[src/rtl/pc_pkg.sv]
// Shared types and helpers for the fetch-stage next-PC logic.
package pc_pkg;
  localparam int DEF_PC_W        = 16;
  localparam int DEF_INSTR_BYTES = 2;

  typedef enum logic [2:0] {SEL_SEQ, SEL_BR, SEL_JMP, SEL_CALL, SEL_RET} next_pc_sel_e;

  // Sign-extends the low w bits of imm to 64 bits; callers truncate to PC width.
  function automatic logic [63:0] sext_to_pc(input logic [63:0] imm, input int unsigned w);
    logic signed [63:0] t;
    t = $signed(imm << (64 - w));
    return $unsigned(t >>> (64 - w));
  endfunction
endpackage

[src/rtl/ras_stack.sv]
// Circular return-address stack; a push when full overwrites the oldest entry.
module ras_stack #(
  parameter int DATA_W = 16,
  parameter int DEPTH  = 4
) (
  input  logic              clk_pi,
  input  logic              reset_pi,
  input  logic              push,
  input  logic              pop,
  input  logic [DATA_W-1:0] push_data,
  output logic [DATA_W-1:0] top_data,
  output logic              empty,
  output logic              full,
  output logic              overflow,
  output logic              underflow
);
  localparam int PTR_W = $clog2(DEPTH);
  localparam int CNT_W = $clog2(DEPTH + 1);

  logic [DEPTH-1:0][DATA_W-1:0] mem;
  logic [PTR_W-1:0]             ptr;
  logic [CNT_W-1:0]             cnt;

  // ptr always indexes the newest entry; wrap relies on DEPTH being a power of two.
  always_ff @(posedge clk_pi or posedge reset_pi) begin
    if (reset_pi) begin
      mem       <= '0;
      ptr       <= '0;
      cnt       <= '0;
      overflow  <= 1'b0;
      underflow <= 1'b0;
    end else if (pop) begin
      if (cnt != '0) begin
        ptr <= ptr - PTR_W'(1);
        cnt <= cnt - CNT_W'(1);
      end else begin
        underflow <= 1'b1;
      end
    end else if (push) begin
      ptr                   <= ptr + PTR_W'(1);
      mem[ptr + PTR_W'(1)]  <= push_data;
      if (cnt == CNT_W'(DEPTH)) overflow <= 1'b1;
      else                      cnt      <= cnt + CNT_W'(1);
    end
  end

  assign top_data = mem[ptr];
  assign empty    = (cnt == '0);
  assign full     = (cnt == CNT_W'(DEPTH));
endmodule

[src/rtl/pc_ras_unit.sv]
// Fetch-stage program counter: sequential, branch, jump, call and return via RAS.
module pc_ras_unit
  import pc_pkg::*;
#(
  parameter int PC_W        = DEF_PC_W,
  parameter int INSTR_BYTES = DEF_INSTR_BYTES,
  parameter int BR_IMM_W    = 6,
  parameter int JMP_IMM_W   = 12,
  parameter int RAS_DEPTH   = 4,
  parameter logic [PC_W-1:0] RESET_PC = '0
) (
  input  logic                 clk_pi,
  input  logic                 reset_pi,
  input  logic                 clk_en_pi,
  input  logic                 stall_pi,
  input  logic                 branch_taken_pi,
  input  logic [BR_IMM_W-1:0]  branch_immediate_pi,
  input  logic                 jump_taken_pi,
  input  logic [JMP_IMM_W-1:0] jump_immediate_pi,
  input  logic                 call_pi,
  input  logic                 ret_pi,
  output logic [PC_W-1:0]      pc_po,
  output logic                 ras_empty_po,
  output logic                 ras_full_po,
  output logic                 ras_overflow_po,
  output logic                 ras_underflow_po
);
  logic            adv;
  next_pc_sel_e    sel;
  logic [PC_W-1:0] seq, br_off, jmp_off, ras_top, pc_nxt;
  logic            push, pop;

  assign adv     = clk_en_pi & ~stall_pi;
  assign seq     = pc_po + PC_W'(INSTR_BYTES);
  assign br_off  = PC_W'(sext_to_pc(64'(branch_immediate_pi), BR_IMM_W));
  assign jmp_off = PC_W'(sext_to_pc(64'(jump_immediate_pi), JMP_IMM_W));

  always_comb begin
    sel = SEL_SEQ;
    if      (ret_pi)          sel = SEL_RET;
    else if (call_pi)         sel = SEL_CALL;
    else if (branch_taken_pi) sel = SEL_BR;
    else if (jump_taken_pi)   sel = SEL_JMP;
  end

  // A return on an empty stack falls through to seq; the stack flags underflow.
  always_comb begin
    pc_nxt = seq;
    case (sel)
      SEL_BR:   pc_nxt = seq + br_off;
      SEL_JMP,
      SEL_CALL: pc_nxt = seq + jmp_off;
      SEL_RET:  pc_nxt = ras_empty_po ? seq : ras_top;
      default:  pc_nxt = seq;
    endcase
  end

  assign push = adv & (sel == SEL_CALL);
  assign pop  = adv & (sel == SEL_RET);

  always_ff @(posedge clk_pi or posedge reset_pi) begin
    if (reset_pi) pc_po <= RESET_PC;
    else if (adv) pc_po <= pc_nxt;
  end

  ras_stack #(.DATA_W(PC_W), .DEPTH(RAS_DEPTH)) u_ras (
    .clk_pi    (clk_pi),
    .reset_pi  (reset_pi),
    .push      (push),
    .pop       (pop),
    .push_data (seq),
    .top_data  (ras_top),
    .empty     (ras_empty_po),
    .full      (ras_full_po),
    .overflow  (ras_overflow_po),
    .underflow (ras_underflow_po)
  );
endmodule

[config.mk]
export PLATFORM = sky130hd
export DESIGN_NAME = pc_ras_unit
export DESIGN_NICKNAME = d
export VERILOG_FILES = /design/src/rtl/pc_pkg.sv /design/src/rtl/ras_stack.sv /design/src/rtl/pc_ras_unit.sv
export SDC_FILE = /design/constraint.sdc
export NUM_CORES = 1
export LEC_CHECK = 0
export BUFFER_PORTS_ARGS = -buffer_cell sky130_fd_sc_hd__buf_2
export CAP_MARGIN = 10
export CORE_MARGIN = 3
export CORE_UTILIZATION = 35
export CTS_CLUSTER_DIAMETER = 60
export DETAILED_ROUTE_END_ITERATION = 12
export GPL_TIMING_DRIVEN = 0
export PLACE_DENSITY = 0.54
export SLEW_MARGIN = 0
export SYNTH_ARGS = -nofsm -noshare
export SYNTH_HDL_FRONTEND = slang
export SYNTH_SLANG_ARGS = --single-unit
[constraint.sdc]
create_clock -name clk_pi -period 3.35 [get_ports clk_pi]
set_input_delay 0.335 -clock clk_pi [delete_from_list [all_inputs] [get_ports clk_pi]]
set_output_delay 0.335 -clock clk_pi [all_outputs]
set_load 0.1 [all_outputs]
### Word level (Yosys, flattened, before mapping)

Cells that the tools add are included.

| cells by class | value |
|---|---|
| $add $sub $neg | 7 |
| order comparisons | 3 |
| equality and inequality tests | 7 |
| muxes and demuxes | 18 |
| bitwise operators | 6 |
| reductions and logical operators | 10 |

Operators with widths:

| operator | count |
|---|---|
| $bwmux W64 | 1 |
| $mux W16 | 3 |
| $pmux W16 S3 | 1 |
| $add A16 B16 Y16 | 2 |
| $bmux W16 S2 | 1 |
| $demux W16 S2 | 1 |
| $add A16 B2 Y16 const B | 1 |
| $mux W3 | 5 |
| $mux W2 | 6 |
| $eq A3 B2 Y1 const B | 2 |
| $eq A3 B3 Y1 const B | 2 |
| $lt A2 B3 Y1 const B | 2 |
| $reduce_and A2 Y1 | 3 |
| $reduce_and A3 Y1 | 2 |
| $ne A2 B1 Y1 const B | 2 |
| $add A3 B1 Y3 const B | 1 |
| $and A1 B1 Y1 | 3 |
| $eq A3 B1 Y1 const B | 1 |
| $logic_not A3 Y1 | 1 |
| $not A1 Y1 | 3 |
| $reduce_bool A3 Y1 | 1 |
| $sub A3 B1 Y3 const B | 1 |
| $add A2 B1 Y2 const B | 1 |
| $ge A2 B1 Y1 const B | 1 |
| other kinds (4) | 4 |

| storage, ports and cells | value |
|---|---|
| register bits | 87 |
| output and inout bits | 20 |
| word-level logic and storage cells | 60 |

### Longest topological paths before layout

Gate-level depths: netlist (run 1).

| logic depth | value |
|---|---|
| depth after elaboration | 8 |
| mapped depth | 13 |

### Modules after synthesis

From an unflattened synthesis (run 1), not the netlist that was laid out.

| second synthesis, totals | value |
|---|---|
| cells, all modules | 493 |
| area total of the unflattened synthesis | 5708.0 µm² |

Modules (own cells, without submodules):

| module | times used | cells an instance | area each (µm²) |
|---|---|---|---|
| ras_stack | 1 | 203 | 3458.3 |
| pc_ras_unit | 1 | 290 | 2249.7 |

### Worst setup path before layout (run 1)

OpenSTA, ideal clock, no wires.

| timing path | value |
|---|---|
| kind | register to register |
| from | reg pc_po[3] |
| to | reg pc_po[13] |
| library setup time | 82 ps |
| data arrival time | 3731 ps |
| setup slack | -463 ps |
| stages on the path, launching flop included | 14 |
| path buffers | 1 |
| cell sequence | dfrtp_1 > and3_4 > nand3_2 > or3_1 > xor2_1 > inv_1 > ha_1 > buf_2 > a21o_1 > a21o_1 > a2111oi_4 > o211a_1 > nor2_1 > a31oi_1 |

| between the ends | value |
|---|---|
| longest elaborated chain between the ends | 3 |
| elaborated cells on any way between the ends | 5 |
| those cells by class | 3 x add/sub; 2 x mux |

RTL lines:

| element | RTL line | text |
|---|---|---|
| start: declaration | pc_ras_unit.sv:22 | `output logic [PC_W-1:0] pc_po,` |
| start signal: assignment | pc_ras_unit.sv:63 | `else if (adv) pc_po <= pc_nxt;` |
| $add A16 B2 Y16 * | pc_ras_unit.sv:34 | `assign seq = pc_po + PC_W'(INSTR_BYTES);` |
| net seq[10] | pc_ras_unit.sv:30 | `logic [PC_W-1:0] seq, br_off, jmp_off, ras_top, pc_nxt;` |
| $add A16 B16 Y16, on equally long branches | pc_ras_unit.sv:52, pc_ras_unit.sv:50 |  |
| $pmux W16 S3 * | pc_ras_unit.sv:49 | `case (sel)` |

Mark *: on every way through the listed nets, which the timed path passes. The rest lies on a longest branch.
A chain may end at the register's enable or synchronous reset.

### Worst setup path after layout (run 1)

Same ends and word-level chain as after synthesis.

==> flow_metrics.tcl, run 1 <==
set metrics [dict create \
    core_area_mm2 0.0141 \
    synth_edf_count 0 \
    clock-skew-final_ns 0.00959 \
    num_antenna_cells 0 \
    layout_min_cycle_time_ns 3.22 \
    detailedPlacementHpwl_um 10400 \
    n_fill_cell 1378 \
    grt.overflow.total 0 \
    io_pins 46 \
    setup_slack_of_the_most_critical_reg_to_reg_path_ns 0.13 \
    syn_nets 570 \
    final_area_mm2 0.00609 \
    cts_num_sinks 87 \
    status "finished clean" \
    globalRouteTotalUtil_pct 18.2 \
    end_kind "flop" \
    finalMaxSlewViolations 0 \
    tritoncts_buffer_count 9 \
    first_global_vias 4152 \
    synthesis.area_per_instance_um2 9.83 \
    post-route-util_pct 43.2 \
    crit-reg2reg-launch "pc_po[3]" \
    chipHeight_um 127 \
    detail_route.vias_per_cell 5.34 \
    post_synthesis_sequential_element_count 87 \
    arrival_time_at_the_worst_endpoint_ns 3.48 \
    initial_antenna_violation_count 0 \
    final_hold_viol_count 0 \
    worstHoldPathType "input port to flop" \
    place.port_buffers 44 \
    routed_wirelength_normalized_by_instance_count_um 18.4 \
    yosys.cell_types.count 59 \
    drcViolationCount 0 \
    setup_repair_after_global_routing_missed_its_margin "false" \
    power.static_leakage_uw 0.00278 \
    clk_pin_slew_worst_paths_ns 0.07 \
    fin_nets 633 \
    cts_tree "yes" \
    worstSetupStartpoint "pc_po[3]" \
    regToRegEndpoint "pc_po[13]" \
    post-route-period-util_pct 96.0 \
    max_clock_freq_mhz 311 \
    sequential_cell_area_fraction_in_the_yosys_report_pct 42.4 \
    cp.required_ns 3.61 \
    global_route_wire_length_before_repair_um 22700 \
    pre_cts_ws_ns -0.709 \
    max_cap_viols 0 \
    power_per_cell_area_mw_per_mm2 1070 \
    areaGrowthSynthToFinish_pct 18.7 \
    die_area_mm2 0.0161 \
    worst_r2r_path_depth 13 \
    placed_cells 747 \
    drt-pass1-iter-count 4 \
    gp_routability_congestion 0.872 \
    worst_slack_ns 0.133 \
    first_iter_violations 169 \
    placed_cell_area_mm2 0.00563 \
    worst_setup_path_endpoint "pc_po[13]" \
    initial_core_utilization_pct 36.4 \
    timing_worst_setup_path_type "flop to flop" \
    critical_path.max_fanout 8 \
    ys_async_sr_fraction_pct 100 \
    layoutNonFillerInstCount 770 \
    worst_skew_pair.late_latency_ns 0.35 \
    synth_cells 522 \
    ys_warn_count 0 \
    synthFlopType "sky130_fd_sc_hd__dfrtp_1" \
    routed_wirelength_um 14200 \
    route.antenna.remaining_nets 0 \
    setup-violations-final 0 \
    vdd.ir_drop.worst_uv 365 \
    pin_count_of_the_biggest_net_entering_global_routing 74 \
    die_w_um 127 \
    cts_max_level 3 \
    num_rows 43 \
    layout-drive-gt1-share_pct 23.9 \
    synth_area_mm2 0.00513 \
    vias 4108 \
    clock_path_buffers 2 \
    cp-start-kind "flop" \
    clk_root_buffer_cell "sky130_fd_sc_hd__clkbuf_16" \
    tightestPinTransition_ns 0.973 \
    slew_headroom_pct 34.9 \
]
==> cells in the mapped netlist, types with 2 or more instances <==
cell	n	area (um2)
sky130_fd_sc_hd__nand2_1	92	345
sky130_fd_sc_hd__dfrtp_1	87	2180
sky130_fd_sc_hd__o21ai_0	74	370
sky130_fd_sc_hd__inv_1	25	93.8
sky130_fd_sc_hd__clkbuf_1	21	78.8
sky130_fd_sc_hd__ha_1	20	250
sky130_fd_sc_hd__nor2_1	19	71.3
sky130_fd_sc_hd__a21oi_1	16	80.1
sky130_fd_sc_hd__mux4_2	16	360
sky130_fd_sc_hd__xnor2_1	15	131
sky130_fd_sc_hd__a21o_1	14	105
sky130_fd_sc_hd__mux2_2	13	146
sky130_fd_sc_hd__xor2_1	13	114
sky130_fd_sc_hd__a221oi_1	7	61.3
sky130_fd_sc_hd__a31oi_1	7	43.8
sky130_fd_sc_hd__and3_1	6	37.5
sky130_fd_sc_hd__buf_2	6	30.0
sky130_fd_sc_hd__nor3_1	6	30.0
sky130_fd_sc_hd__a22oi_1	3	22.5
sky130_fd_sc_hd__a2bb2oi_1	3	26.3
sky130_fd_sc_hd__nand2b_1	3	18.8
sky130_fd_sc_hd__o21a_1	3	22.5
sky130_fd_sc_hd__o22ai_1	3	18.8
sky130_fd_sc_hd__or3_1	3	18.8
sky130_fd_sc_hd__a211oi_1	2	15.0
sky130_fd_sc_hd__and2_1	2	12.5
sky130_fd_sc_hd__fa_1	2	40.0
sky130_fd_sc_hd__mux2i_1	2	20.0
sky130_fd_sc_hd__nand3_1	2	10.0
sky130_fd_sc_hd__nand4_1	2	12.5
sky130_fd_sc_hd__nor2b_1	2	12.5
sky130_fd_sc_hd__o211ai_1	2	15.0
sky130_fd_sc_hd__o21ai_1	2	10.0
sky130_fd_sc_hd__o21bai_1	2	15.0
sky130_fd_sc_hd__o31a_1	2	17.5
sky130_fd_sc_hd__or2_2	2	12.5
==> layout by cell type (no fill, tap or decap), types with 6 or more instances in the layout <==
cell type and n:
sky130_fd_sc_hd__a21o_1 14, sky130_fd_sc_hd__a21oi_1 14, sky130_fd_sc_hd__a221oi_1 7, sky130_fd_sc_hd__a31oi_1 7
sky130_fd_sc_hd__and3_1 6, sky130_fd_sc_hd__buf_2 50, sky130_fd_sc_hd__buf_4 8, sky130_fd_sc_hd__clkbuf_1 20
sky130_fd_sc_hd__clkbuf_16 9, sky130_fd_sc_hd__dfrtp_1 77, sky130_fd_sc_hd__dfrtp_2 10, sky130_fd_sc_hd__ha_1 19
sky130_fd_sc_hd__inv_1 24, sky130_fd_sc_hd__mux2_2 13, sky130_fd_sc_hd__mux4_2 16, sky130_fd_sc_hd__nand2_1 92
sky130_fd_sc_hd__nor2_1 19, sky130_fd_sc_hd__nor3_1 6, sky130_fd_sc_hd__o21ai_0 74, sky130_fd_sc_hd__xnor2_1 13
sky130_fd_sc_hd__xor2_1 11
==> worst min-delay path by stage <==
stage	cells after the start	slack [ns]	endpoint	startpoint
2_1_floorplan	2	0.44	u_ras.mem[33]	u_ras.mem[33]
3_3_place_gp	1	0.43	u_ras.overflow	u_ras.overflow
3_5_place_dp	2	0.29	u_ras.mem[19]	reset_pi
4_1_cts	2	0.28	u_ras.ptr[1]	ret_pi
5_1_grt	2	0.31	u_ras.ptr[1]	ret_pi
6_report	2	0.29	u_ras.ptr[1]	ret_pi
==> cell type report <==
type | instances | area (um2) | area share [%]
Clock buffer | 9 | 225 | 3.70
Tap cell | 180 | 225 | 3.70
Multi-Input combinational cell | 381 | 2810 | 46.2
Buffer | 29 | 131 | 2.16
Inverter | 25 | 96.3 | 1.58
Sequential cell | 87 | 2190 | 36.0
Clock inverter | 7 | 103 | 1.69
Timing Repair Buffer | 52 | 303 | 4.97
==> logic make-up after synthesis <==
| group | share of synthesized area (%) |
|---|---|
| DFF | 42.4 |
| buffers and inverters | 4.32 |
| adders and majority gates | 5.66 |
| and+or+nand+nor | 13.4 |
| muxes | 10.3 |
| xor gates and xnor gates | 5.22 |
| AOI/OAI and AO/OA | 18.7 |
==> state kept, by name, summed over array words and instances, names as in the netlist <==
signal / flops
pc_po: 16
u_ras.cnt: 3
u_ras.ptr: 2
u_ras.mem: 64
u_ras.overflow: 1
u_ras.underflow: 1
==> power by group <==
group          internal [uW]  switching (uW)
Sequential              1520             351
Combinational           1240            2310
Clock                    664             453
Total                   3430            3110
==> what timing repair did <==
| item | 4_1_cts | 5_1_grt |
|---|---|---|
| pin swaps | 0 | 0 |
| endpoints found under the hold margin | 14 | 0 |
| endpoints found under the setup margin | 6 | 5 |
| buffers inserted | 1 | 5 |
| cloned | 0 | 0 |
| resized for setup | 6 | 8 |
| hold buffers | 1 | 0 |
==> layer usage <==
metal	part of all wire (%)	global-route usage (%)	wire length, um	vias up
li1	-	-	-	1984
met4	2.3	5.93	319	0
met3	4.4	3.68	625	19
met5	0	0	0	-
met2	47	29.0	6590	90
met1	47	24.9	6610	2015
==> through the flow <==
stage | hold slack (ns) | setup TNS (ns) | power (uW)
floorplan | 0.445 | -0.0295 | 4530
global placement | 0.433 | -33.30 | 5230
detailed placement | 0.285 | -4.36 | 5310
CTS | 0.284 | 0 | 6480
global route | 0.311 | 0 | 7000
finish | 0.291 | 0 | 6540
==> worst max-delay path: stages, from the launching register on <==
cell                        delay (ns)
sky130_fd_sc_hd__dfrtp_2          0.42
sky130_fd_sc_hd__and3_4           0.24
sky130_fd_sc_hd__nand3_2          0.12
sky130_fd_sc_hd__or3_4            0.42
sky130_fd_sc_hd__xor2_4           0.14
sky130_fd_sc_hd__inv_1            0.07
sky130_fd_sc_hd__ha_1             0.28
sky130_fd_sc_hd__buf_2            0.17
sky130_fd_sc_hd__a21o_1           0.23
sky130_fd_sc_hd__a21o_1           0.23
sky130_fd_sc_hd__a2111oi_4        0.37
sky130_fd_sc_hd__o211a_1          0.21
sky130_fd_sc_hd__nor2_1           0.06
sky130_fd_sc_hd__a31oi_1          0.18
Note: power is estimated with default switching activity, not from simulation.
==> run 2: changes to the inputs <==
==> constraint.sdc (replaced) <==
create_clock -name clk_pi -period 3 [get_ports clk_pi]
set_input_delay 0.6 -clock clk_pi [delete_from_list [all_inputs] [get_ports clk_pi]]
set_output_delay 0.6 -clock clk_pi [all_outputs]
set_load 0.1 [all_outputs]
==> run 2 against run 1 <==
Against the previous run:
- sequential power grew 12%
- sequential cell count unchanged
- critical path type unchanged
- clock skew grew 0.0033 ns
- global-route usage shrank 0.22 points
- die area unchanged
- register-to-register slack got worse by 0.19 ns
- the flow now finishes with violations (setup timing)
- count of clock-buffer cells in the layout grew 2
- critical path depth down 1
- fmax is 5.1% higher
==> flow_metrics.tcl, run 2 (synthesis results as in run 1) <==
set metrics [dict create \
    setup_repair_after_global_routing_missed_its_margin "true" \
    setup_slack_of_the_most_critical_reg_to_reg_path_ns -0.06 \
    critical_path.cell_chain "buf_4 > buf_4 > nand2_1 > xor2_2 > inv_1 > ha_1 > a21o_1 > a221oi_2 > o21ai_2 > a311oi_2 > xnor2_1 > a22o_1" \
    critical_path.max_stage_delay_ns 0.41 \
    tritoncts_buffer_count 9 \
    post-route-period-util_pct 102 \
    critical_path.max_fanout 5 \
    areaGrowthSynthToFinish_pct 24.3 \
    detail_route.vias_per_cell 5.32 \
    cp-start-kind "flop" \
    clock_path_buffers 2 \
    layout.cells.most_common "sky130_fd_sc_hd__nand2_1" \
    cp.required_ns 3.22 \
    layout_min_cycle_time_ns 3.06 \
    grt.overflow.total 0 \
    clk_pin_slew_worst_paths_ns 0.07 \
    slew_headroom_pct 41.2 \
    initial_core_utilization_pct 36.4 \
    place.port_buffers 44 \
    post-route-util_pct 45.3 \
    globalRouteTotalUtil_pct 18.0 \
    worst_setup_path_endpoint "pc_po[12]" \
    die_area_mm2 0.0161 \
    clock-skew-final_ns 0.0129 \
    max_clock_freq_mhz 327 \
    die_w_um 127 \
    timing_worst_setup_path_type "flop to flop" \
    final.hold.worst_slack_ns 0.354 \
    first_iter_violations 206 \
    placed_cell_area_mm2 0.00571 \
    vias 4167 \
    worst_r2r_path_depth 12 \
    setup-violations-final 3 \
    fin_nets 647 \
    end_kind "flop" \
    drcViolationCount 0 \
    route.antenna.remaining_nets 0 \
    core_area_mm2 0.0141 \
    placed_cells 747 \
    design_power_total_uw 7540 \
    arrival_time_at_the_worst_endpoint_ns 3.29 \
    worst_skew_pair.late_latency_ns 0.34 \
    initial_antenna_violation_count 0 \
    chipHeight_um 127 \
    tightestPinTransition_ns 0.879 \
    pin_count_of_the_biggest_net_entering_global_routing 50 \
    finalMaxSlewViolations 0 \
    regToRegEndpoint "pc_po[12]" \
    violated_checks "setup timing" \
    top_regs "u_ras.mem x64, pc_po x16, u_ras.cnt x3" \
    vdd.ir_drop.worst_uv 444 \
    cts_max_level 3 \
    power.static_leakage_uw 0.00288 \
    num_antenna_cells 0 \
    critPathSlowestCell "sky130_fd_sc_hd__dfrtp_2" \
    gp_routability_congestion 0.814 \
    cts_tree "yes" \
    n_fill_cell 1372 \
    routed_wirelength_um 14400 \
    num_rows 43 \
    layoutNonFillerInstCount 784 \
    power_per_cell_area_mw_per_mm2 1180 \
    worst_slack_ns -0.0613 \
    status "finished, violations left" \
    cts_num_sinks 87 \
    timing.critical_path.mode_cell "sky130_fd_sc_hd__buf_4" \
    first_global_vias 4103 \
    worstSetupStartpoint "pc_po[3]" \
    crit-reg2reg-launch "pc_po[3]" \
    final_area_mm2 0.00638 \
    drt-pass1-iter-count 5 \
    layout-drive-gt1-share_pct 30.5 \
    largest_register_by_flop_count "u_ras.mem" \
    global_route_wire_length_before_repair_um 22600 \
    detailedPlacementHpwl_um 10600 \
    routed_wirelength_normalized_by_instance_count_um 18.3 \
    final_hold_viol_count 0 \
    max_cap_viols 0 \
    worstHoldPathType "input port to async pin" \
    most_frequent_cells_in_the_layout "sky130_fd_sc_hd__nand2_1 (92), sky130_fd_sc_hd__dfrtp_1 (76), sky130_fd_sc_hd__o21ai_0 (70)" \
    clk_root_buffer_cell "sky130_fd_sc_hd__clkbuf_16" \
    io_pins 46 \
    largest_register_ffs 64 \
]
==> run 2: per-layer routing <==
layer,vias to the layer above,GRT usage (%),routed length [um]
met4,0,4.67,190
met5,-,0,0
met1,2057,24.2,6460
met3,13,3.51,748
met2,95,29.8,6980
li1,2002,-,-
==> run 2: repair_timing <==
| action | 4_1_cts | 5_1_grt |
|---|---|---|
| endpoints found under the hold margin | 0 | 0 |
| gates resized for setup | 11 | 28 |
| setup endpoints to repair | 7 | 15 |
| setup buffers | 13 | 9 |
| hold buffers | 0 | 0 |
| pin swaps | 14 | 19 |
==> run 2: area by class of cell <==
type                       count  area (um2)  share of cell area (%)
multi-input combinational    381        3020                    47.3
timing repair buffer          67         414                    6.49
sequential                    87        2190                    34.3
inverter                      25        96.3                    1.51
tap                          180         225                    3.53
clock inverter                 5        56.3                   0.883
buffer                        28         145                    2.28
clock buffer                  11         233                    3.65
==> run 2: worst min-delay path by stage <==
stage              startpoint        endpoint  slack [ns]  depth (start not counted)
2_1_floorplan   u_ras.mem[33]   u_ras.mem[33]        0.44                          2
3_3_place_gp   u_ras.overflow  u_ras.overflow        0.43                          1
3_5_place_dp   u_ras.overflow  u_ras.overflow        0.44                          1
4_1_cts              reset_pi   u_ras.mem[52]        0.38                          2
5_1_grt              reset_pi   u_ras.mem[52]        0.41                          2
6_report             reset_pi   u_ras.mem[52]        0.35                          2
==> run 2: where the power goes <==
part | internal [uW] | switching [uW]
Sequential | 1700 | 392
Clock | 646 | 461
Combinational | 1610 | 2720
Total | 3960 | 3580
==> run 2: through the flow <==
stage	worst slack [ns]	TNS (ns)
after floorplan	-0.214	-1.52
after global placement	-1.17	-84.52
after detailed placement	-0.655	-4.56
after CTS	-0.0587	-0.131
after global routing	-0.202	-0.811
final	-0.0613	-0.159
==> run 2: worst max-delay path, delay by kind of cell (launching register included) <==
kind | cells | cell delay [ns]
buf+inv | 3 | 0.42
xor+xnor | 2 | 0.46
fa+ha+maj | 1 | 0.36
compound gates | 5 | 1.19
simple gates | 1 | 0.10
flops | 1 | 0.41
